**src/rtl/cpu_pkg.sv**
```systemverilog
// cpu_pkg: register-file and ROB definitions shared by dispatch, ROB and regfile_rename.
package cpu_pkg;
   localparam int XLEN      = 32;
   localparam int REG_IDX_W = 5;
   localparam int ROB_TAG_W = 4;
   typedef struct packed {
      logic                 busy;
      logic [ROB_TAG_W-1:0] tag;
   } reg_status_t;
endpackage

```
**src/rtl/regfile_rd_port.sv**
```systemverilog
// regfile_rd_port: one combinational read port with register-0 masking and commit bypass.
module regfile_rd_port import cpu_pkg::*; #(
   parameter int XLEN  = cpu_pkg::XLEN,
   parameter int IDX_W = cpu_pkg::REG_IDX_W,
   parameter int TAG_W = cpu_pkg::ROB_TAG_W
) (
   input  logic [IDX_W-1:0] idx_in,
   input  logic [XLEN-1:0]  val_in,
   input  logic             busy_in,
   input  logic [TAG_W-1:0] tag_in,
   input  logic             cmt_en_in,
   input  logic [IDX_W-1:0] cmt_idx_in,
   input  logic [TAG_W-1:0] cmt_tag_in,
   input  logic [XLEN-1:0]  cmt_val_in,
   output logic [XLEN-1:0]  val_out,
   output logic             busy_out,
   output logic [TAG_W-1:0] tag_out
);
   logic zero, hit, retire;
   always_comb begin
      zero     = idx_in == '0;
      hit      = cmt_en_in && idx_in == cmt_idx_in;
      retire   = hit && busy_in && tag_in == cmt_tag_in;
      val_out  = zero ? '0 : hit ? cmt_val_in : val_in;
      busy_out = !zero && busy_in && !retire;
      tag_out  = busy_out ? tag_in : '0;
   end
endmodule

```
**src/rtl/regfile_rename.sv**
```systemverilog
// regfile_rename: committed register values plus per-register pending-producer (busy/tag) status.
module regfile_rename import cpu_pkg::*; #(
   parameter int XLEN  = cpu_pkg::XLEN,
   parameter int NREG  = 32,
   parameter int IDX_W = $clog2(NREG),
   parameter int TAG_W = cpu_pkg::ROB_TAG_W,
   parameter int NRD   = 2
) (
   input  logic                 clk_in,
   input  logic                 rst_n,
   input  logic                 rdy_in,
   input  logic [NRD*IDX_W-1:0] rd_idx_in,
   output logic [NRD*XLEN-1:0]  rd_val_out,
   output logic [NRD-1:0]       rd_busy_out,
   output logic [NRD*TAG_W-1:0] rd_tag_out,
   input  logic                 ren_valid_in,
   input  logic [IDX_W-1:0]     ren_idx_in,
   input  logic [TAG_W-1:0]     ren_tag_in,
   input  logic                 cmt_valid_in,
   input  logic [IDX_W-1:0]     cmt_idx_in,
   input  logic [TAG_W-1:0]     cmt_tag_in,
   input  logic [XLEN-1:0]      cmt_val_in,
   input  logic                 flush_in
);
   logic [XLEN-1:0]  val_q [NREG];
   logic [XLEN-1:0]  val_d [NREG];
   logic [TAG_W-1:0] tag_q [NREG];
   logic [TAG_W-1:0] tag_d [NREG];
   logic [NREG-1:0]  busy_q, busy_d;
   logic             cmt_en, ren_en, flush_en;
   // rst_n gates the commit so the bypass cannot leak a value while in reset
   assign cmt_en   = rst_n && rdy_in && cmt_valid_in && cmt_idx_in != '0;
   assign ren_en   = rdy_in && ren_valid_in && !flush_in && ren_idx_in != '0;
   assign flush_en = rdy_in && flush_in;
   always_comb begin
      val_d  = val_q;
      busy_d = busy_q;
      tag_d  = tag_q;
      if (cmt_en) begin
         val_d[cmt_idx_in] = cmt_val_in;
         if (busy_q[cmt_idx_in] && tag_q[cmt_idx_in] == cmt_tag_in) begin
            busy_d[cmt_idx_in] = 1'b0;
            tag_d[cmt_idx_in]  = '0;
         end
      end
      if (flush_en) begin
         busy_d = '0;
         tag_d  = '{default: '0};
      end else if (ren_en) begin
         busy_d[ren_idx_in] = 1'b1;
         tag_d[ren_idx_in]  = ren_tag_in;
      end
   end
   always_ff @(posedge clk_in or negedge rst_n) begin
      if (!rst_n) begin
         val_q  <= '{default: '0};
         busy_q <= '0;
         tag_q  <= '{default: '0};
      end else begin
         val_q  <= val_d;
         busy_q <= busy_d;
         tag_q  <= tag_d;
      end
   end
   for (genvar p = 0; p < NRD; p++) begin : g_rd
      logic [IDX_W-1:0] idx;
      assign idx = rd_idx_in[p*IDX_W +: IDX_W];
      regfile_rd_port #(.XLEN(XLEN), .IDX_W(IDX_W), .TAG_W(TAG_W)) u_rd (
         .idx_in     (idx),
         .val_in     (val_q[idx]),
         .busy_in    (busy_q[idx]),
         .tag_in     (tag_q[idx]),
         .cmt_en_in  (cmt_en),
         .cmt_idx_in (cmt_idx_in),
         .cmt_tag_in (cmt_tag_in),
         .cmt_val_in (cmt_val_in),
         .val_out    (rd_val_out[p*XLEN +: XLEN]),
         .busy_out   (rd_busy_out[p]),
         .tag_out    (rd_tag_out[p*TAG_W +: TAG_W])
      );
   end
endmodule
```
**config.mk**
```make
export PLATFORM = sky130hd
export DESIGN_NAME = regfile_rename
export DESIGN_NICKNAME = d
export VERILOG_FILES = /design/src/rtl/cpu_pkg.sv /design/src/rtl/regfile_rd_port.sv /design/src/rtl/regfile_rename.sv
export SDC_FILE = /design/constraint.sdc
export NUM_CORES = 2
export LEC_CHECK = 0
export BUFFER_PORTS_ARGS = -buffer_cell sky130_fd_sc_hd__buf_2
export CORE_ASPECT_RATIO = 0.6
export CORE_MARGIN = 3
export CORE_UTILIZATION = 45
export DETAILED_ROUTE_END_ITERATION = 16
export PLACE_DENSITY = 0.66
export SLEW_MARGIN = 20
export SYNTH_ARGS = -nofsm -noshare
export SYNTH_HDL_FRONTEND = slang
export SYNTH_HIERARCHICAL = 1
export SYNTH_SLANG_ARGS = --single-unit
```
**constraint.sdc**
```tcl
create_clock -name clk_in -period 8.1 [get_ports clk_in]
set_input_delay 1.62 -clock clk_in [delete_from_list [all_inputs] [get_ports clk_in]]
set_output_delay 1.62 -clock clk_in [all_outputs]
set_load 0.01 [all_outputs]
```
# Yosys cells after proc, flatten, opt, wreduce, memory -nomap -nowiden
# Cells that the tools add are included.
[classes]
addsub = 0
mul = 0
div = 0
order_cmp = 12
eq_ne = 5
shift = 0
mux = 47
bitwise_logic = 9
reduce_logical = 31
[op_table]
columns = ["op", "n"]
rows = [
  ["bitwise mux 1024 bit", 1],
  ["2-to-1 mux 128 bit", 4],
  ["2-to-1 mux 32 bit", 13],
  ["binary-select mux 32 bit (select 5 bit)", 2],
  ["demux 32 bit (select 5 bit)", 1],
  ["AND 128 bit", 1],
  ["bitwise mux 128 bit", 1],
  ["inverter 128 bit", 1],
  ["binary-select mux 4 bit (select 5 bit)", 3],
  ["demux 4 bit (select 5 bit)", 2],
  ["2-to-1 mux 4 bit", 10],
  ["AND 32 bit", 1],
  ["inverter 32 bit", 1],
  ["bitwise OR 32 bit", 1],
  [">= comparator 6 bit (second input constant)", 4],
  ["< comparator 5 x 6 -> 1 bit (second input constant)", 4],
  ["inverter 5 -> 6 bit", 4],
  ["logical AND 1 bit", 22],
  ["binary-select mux 1 bit (select 5 bit)", 3],
  ["equality test 4 bit", 3],
  ["< comparator 6 x 1 -> 1 bit (second input constant)", 2],
  ["demux 1 bit (select 5 bit)", 2],
  ["equality test 5 bit", 2],
  [">= comparator 5 x 1 -> 1 bit (second input constant)", 2],
  ["other kinds (4)", 14],
]
[word_totals]
regBits = 1184
latchBits = 0
ram_bits = 0
rom_bits = 0
input_bits = 66
output_inout_bits = 74
word_cells = 169
mem_count = 0

# Depth between registers and ports, before layout
[logic_depth]
depth_word = 12
depth_mapped = 12
depth_no_buf = 7

# By module
# The synthesis kept the hierarchy.
[modules_own_cells]
columns = ["module", "n_inst", "cells_each", "area_each_um2"]
rows = [
  ["regfile_rename", 1, 4220, 65155.0],
  ["regfile_rd_port", 2, 139, 765.7],
]

# Least setup slack after synthesis
# Ideal clock, no wire load.
[synth_timing]
kind = "input port to output port"
start = "input port rd_idx_in[0]"
end = "output port rd_tag_out[0]"
arrival_ps = 4642
required_time_ps = 6480
slack_ps = 1838
path_stages = 10
cell_sequence = "clkbuf_1 buf_2 buf_1 mux4_2 mux4_2 mux2_2 xnor2_1 nand4_1 nor3_1 nor3b_1"
[synth_via]
elab_chain_len = 9
[synth_rtl]
columns = ["element", "line", "rtl"]
rows = [
  ["start: declaration", "regfile_rename.sv:12", "input logic [NRD*IDX_W-1:0] rd_idx_in,"],
  ["inverter 5 -> 6 bit (implied by the code)", "regfile_rename.sv:72", ".tag_in (tag_q[idx]),"],
  ["binary-select mux 4 bit (select 5 bit)", "regfile_rename.sv:72", ""],
  ["2-to-1 mux 4 bit (implied by the code) (2 in a row)", "regfile_rename.sv:72", ""],
  ["equality test 4 bit", "regfile_rd_port.sv:23", "retire = hit && busy_in && tag_in == cmt_tag_in;"],
  ["logical AND 1 bit", "regfile_rd_port.sv:23", ""],
  ["zero test 1 bit", "regfile_rd_port.sv:25", "busy_out = !zero && busy_in && !retire;"],
  ["logical AND 1 bit", "regfile_rd_port.sv:25", ""],
  ["2-to-1 mux 4 bit *", "regfile_rd_port.sv:26", "tag_out = busy_out ? tag_in : '0;"],
  ["end: declaration", "regfile_rename.sv:15", "output logic [NRD*TAG_W-1:0] rd_tag_out,"],
]
# Mark *: on every way between the ends. The rest lies on a longest branch, timed or not. The select of a mux whose other input is x is not followed.

# Worst setup path in the final report
[layout_timing]
start = "input port rd_idx_in[5]"
end = "output port rd_val_out[52]"
[layout_via]
elab_chain_len = 6
[layout_rtl]
columns = ["element", "line", "rtl"]
rows = [
  ["inverter 5 -> 6 bit (implied by the code)", "regfile_rename.sv:70", ".val_in (val_q[idx]),"],
  ["binary-select mux 32 bit (select 5 bit)", "regfile_rename.sv:70", ""],
  ["2-to-1 mux 32 bit (implied by the code) (2 in a row)", "regfile_rename.sv:70", ""],
  ["2-to-1 mux 32 bit", "regfile_rd_port.sv:24", "val_out = zero ? '0 : hit ? cmt_val_in : val_in;"],
  ["2-to-1 mux 32 bit *", "regfile_rd_port.sv:24", ""],
  ["end: declaration", "regfile_rename.sv:13", "output logic [NRD*XLEN-1:0] rd_val_out,"],
]
# Marked as above.

==> metrics.txt <==
# TYPE chip_impl_metric gauge
chip_impl_metric{name="max-vdd-ir-drop",unit="uV"} 182
chip_impl_metric{name="yosysUniqueCellTypes",unit=""} 43
chip_impl_metric{name="timing.final.ws_setup",unit="ns"} 1.49
chip_impl_metric{name="clkSlewWorstSetupHoldPaths",unit="ns"} 0.07
chip_impl_metric{name="port_buffers",unit=""} 139
chip_impl_metric{name="synth.cell_area",unit="um2"} 66700
chip_impl_metric{name="post-route-util",unit="%"} 50.1
chip_impl_metric{name="initial_drc_count",unit=""} 5801
chip_impl_metric{name="dp.final_hpwl",unit="um"} 124000
chip_impl_info{name="unrepaired_setup_endpoints_after_global_routing",value="false"} 1
chip_impl_metric{name="start_util",unit="%"} 45.7
chip_impl_metric{name="holdBufCountCts",unit=""} 0
chip_impl_metric{name="p_leak",unit="nW"} 31.4
chip_impl_metric{name="share_of_synthesized_area_occupied_by_flip_flops_and_latches",unit="%"} 44.4
chip_impl_metric{name="power_density",unit="nW/um2"} 200
chip_impl_metric{name="clkLatencyLatePin",unit="ns"} 0.76
chip_impl_metric{name="numClockSinks",unit=""} 1184
chip_impl_metric{name="maxClockFrequency",unit="MHz"} 151
chip_impl_info{name="synth_top_cells_by_count",value="1184 x dfrtp_1, 1072 x mux2_2, 766 x mux4_2"} 1
chip_impl_metric{name="cts_repair_resize_count",unit=""} 0
chip_impl_metric{name="critPathArrivalTime",unit="ns"} 4.99
chip_impl_metric{name="dr_total_vias",unit=""} 44200
chip_impl_metric{name="std_cell_rows",unit=""} 108
chip_impl_info{name="synth_largest_area_cell",value="dfrtp_1"} 1
chip_impl_metric{name="report.final.hold_viol_count",unit=""} 0
chip_impl_metric{name="yosys_warnings",unit=""} 6
chip_impl_metric{name="drv.max_cap_violation_count",unit=""} 0
chip_impl_info{name="tritoncts_clock_tree",value="done"} 1
chip_impl_metric{name="timing.setup.tns",unit="ns"} 0
chip_impl_info{name="synth_most_common_cell",value="dfrtp_1"} 1
chip_impl_info{name="crit_path_cell_trace",value="buf_8, buf_12, xnor2_1, nand4_1, nor2_4, o21ai_0, buf_2"} 1
chip_impl_metric{name="grt_pass1_vias",unit=""} 44100
chip_impl_metric{name="critical_path_peak_fanout",unit=""} 53
chip_impl_metric{name="die_outline_area",unit="um2"} 153000
chip_impl_metric{name="place.gp.congestion",unit=""} 0.934
chip_impl_info{name="ys.flop_type",value="dfrtp_1"} 1
chip_impl_metric{name="post-synth-top-area-fraction",unit="%"} 44.4
chip_impl_info{name="run_status",value="complete, no violations"} 1
chip_impl_metric{name="drc",unit=""} 0
chip_impl_metric{name="totalWireLength",unit="um"} 216000
chip_impl_info{name="worstSetupPathType",value="input pin to output pin"} 1
chip_impl_metric{name="layout.area.seq",unit="um2"} 29600
chip_impl_metric{name="detail_route.vias_per_cell",unit=""} 6.97
chip_impl_metric{name="dp_worst_slack",unit="ns"} 1.56
chip_impl_metric{name="layout-area-overhead-vs-synth",unit="%"} 9.53
chip_impl_metric{name="required_time_of_the_worst_setup_path",unit="ns"} 6.48
chip_impl_metric{name="finalCriticalPeriod",unit="ns"} 6.61
chip_impl_metric{name="post-route-period-util",unit="%"} 81.6
chip_impl_metric{name="number_of_standard_cells_in_the_layout_taps_in_and_fillers_out",unit=""} 6339
chip_impl_info{name="type_of_element_capturing_the_critical_path",value="output pin"} 1
chip_impl_metric{name="grt_remaining_overflow",unit=""} 0
chip_impl_metric{name="grt_start_max_net_pins",unit=""} 165
chip_impl_info{name="hold_path.class",value="flip-flop to flip-flop"} 1
chip_impl_metric{name="finish.instance_area",unit="um2"} 73000
chip_impl_metric{name="area_of_the_placeable_core",unit="um2"} 146000
chip_impl_metric{name="clock-skew-final",unit="ns"} 0.0452
chip_impl_info{name="critPathSlowestCell",value="nor2_4"} 1
chip_impl_metric{name="postSynthRegisterBits",unit=""} 1184
chip_impl_metric{name="maxSlewHeadroom",unit="%"} 24.6
chip_impl_metric{name="regToRegSetupSlack",unit="ns"} 4.94
chip_impl_metric{name="postPlaceCellArea",unit="um2"} 69100
chip_impl_metric{name="cts_setup_buffers",unit=""} 0
chip_impl_metric{name="multi_input_comb_area",unit="um2"} 35000
chip_impl_metric{name="synth_edf_count",unit=""} 0
chip_impl_metric{name="number_of_cells_in_the_design_after_placement",unit=""} 6134
chip_impl_metric{name="tritoncts_buffer_count",unit=""} 110
chip_impl_metric{name="clock_path_buffers",unit=""} 3
chip_impl_metric{name="synthArstFlopShare",unit="%"} 100
chip_impl_metric{name="avg_synthesized_cell_area",unit="um2"} 14.8
chip_impl_info{name="cts.root.buffer_cell",value="clkbuf_16"} 1
chip_impl_metric{name="antenna_found_initial",unit=""} 4
chip_impl_metric{name="nNetsFinal",unit=""} 4387
chip_impl_metric{name="num-fill-cells",unit=""} 12100
chip_impl_metric{name="first_pass_grt_wire_length",unit="um"} 318000
chip_impl_metric{name="tightestPinTransition",unit="ns"} 1.13
chip_impl_metric{name="finalSetupViolCount",unit=""} 0
chip_impl_metric{name="die_w",unit="um"} 503
chip_impl_metric{name="firstDrtPassIters",unit=""} 6
chip_impl_info{name="cp-start-kind",value="input pin"} 1
chip_impl_metric{name="average_routed_wire_per_standard_cell",unit="um"} 34.1
chip_impl_metric{name="drive_gt1_share",unit="%"} 52.8
chip_impl_metric{name="critPathMaxStageDelay",unit="ns"} 0.92
chip_impl_metric{name="die-height",unit="um"} 304
chip_impl_metric{name="route.antenna.remaining_nets",unit=""} 0
chip_impl_metric{name="grt_util_all_layers",unit="%"} 28.2
chip_impl_metric{name="slew_viol_final",unit=""} 0
chip_impl_metric{name="cts-htree-levels",unit=""} 3
chip_impl_info{name="synth.top_cells.by_area",value="dfrtp_1 44%, mux4_2 26%, mux2_2 18%"} 1
chip_impl_metric{name="top_level_ports",unit=""} 140
chip_impl_metric{name="syn_inst",unit=""} 4498
chip_impl_metric{name="synth_fp_nets",unit=""} 4564
## placed cells by master, fill, tap and decap left out, drive strengths merged, types with 4 or more instances in the layout
| cell | Yosys | final |
|---|---|---|
| nor2b | 5 | 5 |
| and2 | 12 | 12 |
| nand2 | 202 | 202 |
| or2 | 5 | 5 |
| bufinv | 0 | 15 |
| nand3 | 21 | 21 |
| clkinv | 0 | 36 |
| nand4 | 68 | 68 |
| mux2i | 30 | 30 |
| a31oi | 35 | 35 |
| a22oi | 10 | 10 |
| mux2 | 1072 | 1072 |
| nor3b | 8 | 8 |
| dfrtp | 1184 | 1184 |
| nand3b | 4 | 4 |
| nor2 | 116 | 116 |
| o21ai | 115 | 115 |
| inv | 30 | 33 |
| o31ai | 112 | 112 |
| xnor2 | 21 | 21 |
| nor3 | 5 | 5 |
| clkbuf | 412 | 144 |
| clkinvlp | 0 | 6 |
| a32oi | 125 | 125 |
| mux4 | 766 | 766 |
| buf | 123 | 246 |
## metrics by stage
stage | hold slack, ns | total power, mW
after floorplan | 0.441 | 8.22
after global placement | 0.377 | 8.89
after detailed placement | 0.382 | 8.97
after CTS | 0.398 | 14.6
after global routing | 0.407 | 15.1
final | 0.391 | 14.6
## per-layer routing
| metal | GRT usage (%) | part of all wire (%) | up-vias |
|---|---|---|---|
| li1 | - | - | 17300 |
| met3 | 8.85 | 12 | 429 |
| met4 | 8.06 | 3.2 | 4 |
| met1 | 42.5 | 42 | 23900 |
| met2 | 39.4 | 43 | 2577 |
| met5 | 0 | 0.0092 | - |
## registers in the layout (all words and copies together), names as in the netlist
| register | cells |
|---|---|
| busy_q | 32 |
| tag_q | 128 |
| val_q | 1024 |
## cell type report
| cell class | count | share of cell area [%] |
|---|---|---|
| well taps | 1925 | 3.30 |
| repair buffers | 246 | 2.66 |
| inverters | 30 | 0.154 |
| diodes | 1 | 0.00343 |
| clock inverters | 60 | 1.09 |
| clock buffers | 144 | 4.29 |
| multi-input cells | 2749 | 48.0 |
| flip-flops and latches | 1184 | 40.6 |
## cell families after synthesis
family / synth area share (%)
multiplexers: 44.4
buffers and inverters: 3.48
AO/OA/AOI/OAI: 4.32
flip-flops: 44.4
XOR/XNOR: 0.289
AND/OR/NAND/NOR: 3.06
## final timing paths
kind	from	to	depth (start not counted)
setup / recovery	rd_idx_in[5]	rd_val_out[52]	7
hold / removal	val_q[1014]$_DFFE_PN0P_	val_q[1014]$_DFFE_PN0P_	0
setup reg to reg	tag_q[37]$_DFF_PN0_	tag_q[45]$_DFF_PN0_	8
hold reg to reg	val_q[1014]$_DFFE_PN0P_	val_q[1014]$_DFFE_PN0P_	0
max in group asynchronous	rst_n	val_q[470]$_DFFE_PN0P_	5
min in group asynchronous	rst_n	tag_q[113]$_DFF_PN0_	1
## power breakdown
part	internal (mW)	total, mW	switching [mW]	leakage, nW
Sequential	6.36	6.76	0.395	15.6
Clock	3.22	5.71	2.49	1.93
Combinational	1.13	2.13	1.00	13.8
Total	10.7	14.6	3.89	31.4
## critical path, delay by kind of cell
kind                   cells  cell delay, ns
AND/OR/NAND/NOR            2            1.40
buffers and inverters      3            1.19
AO/OA/AOI/OAI              1            0.51
XOR/XNOR                   1            0.19
Power figures use the tool's default switching activity.
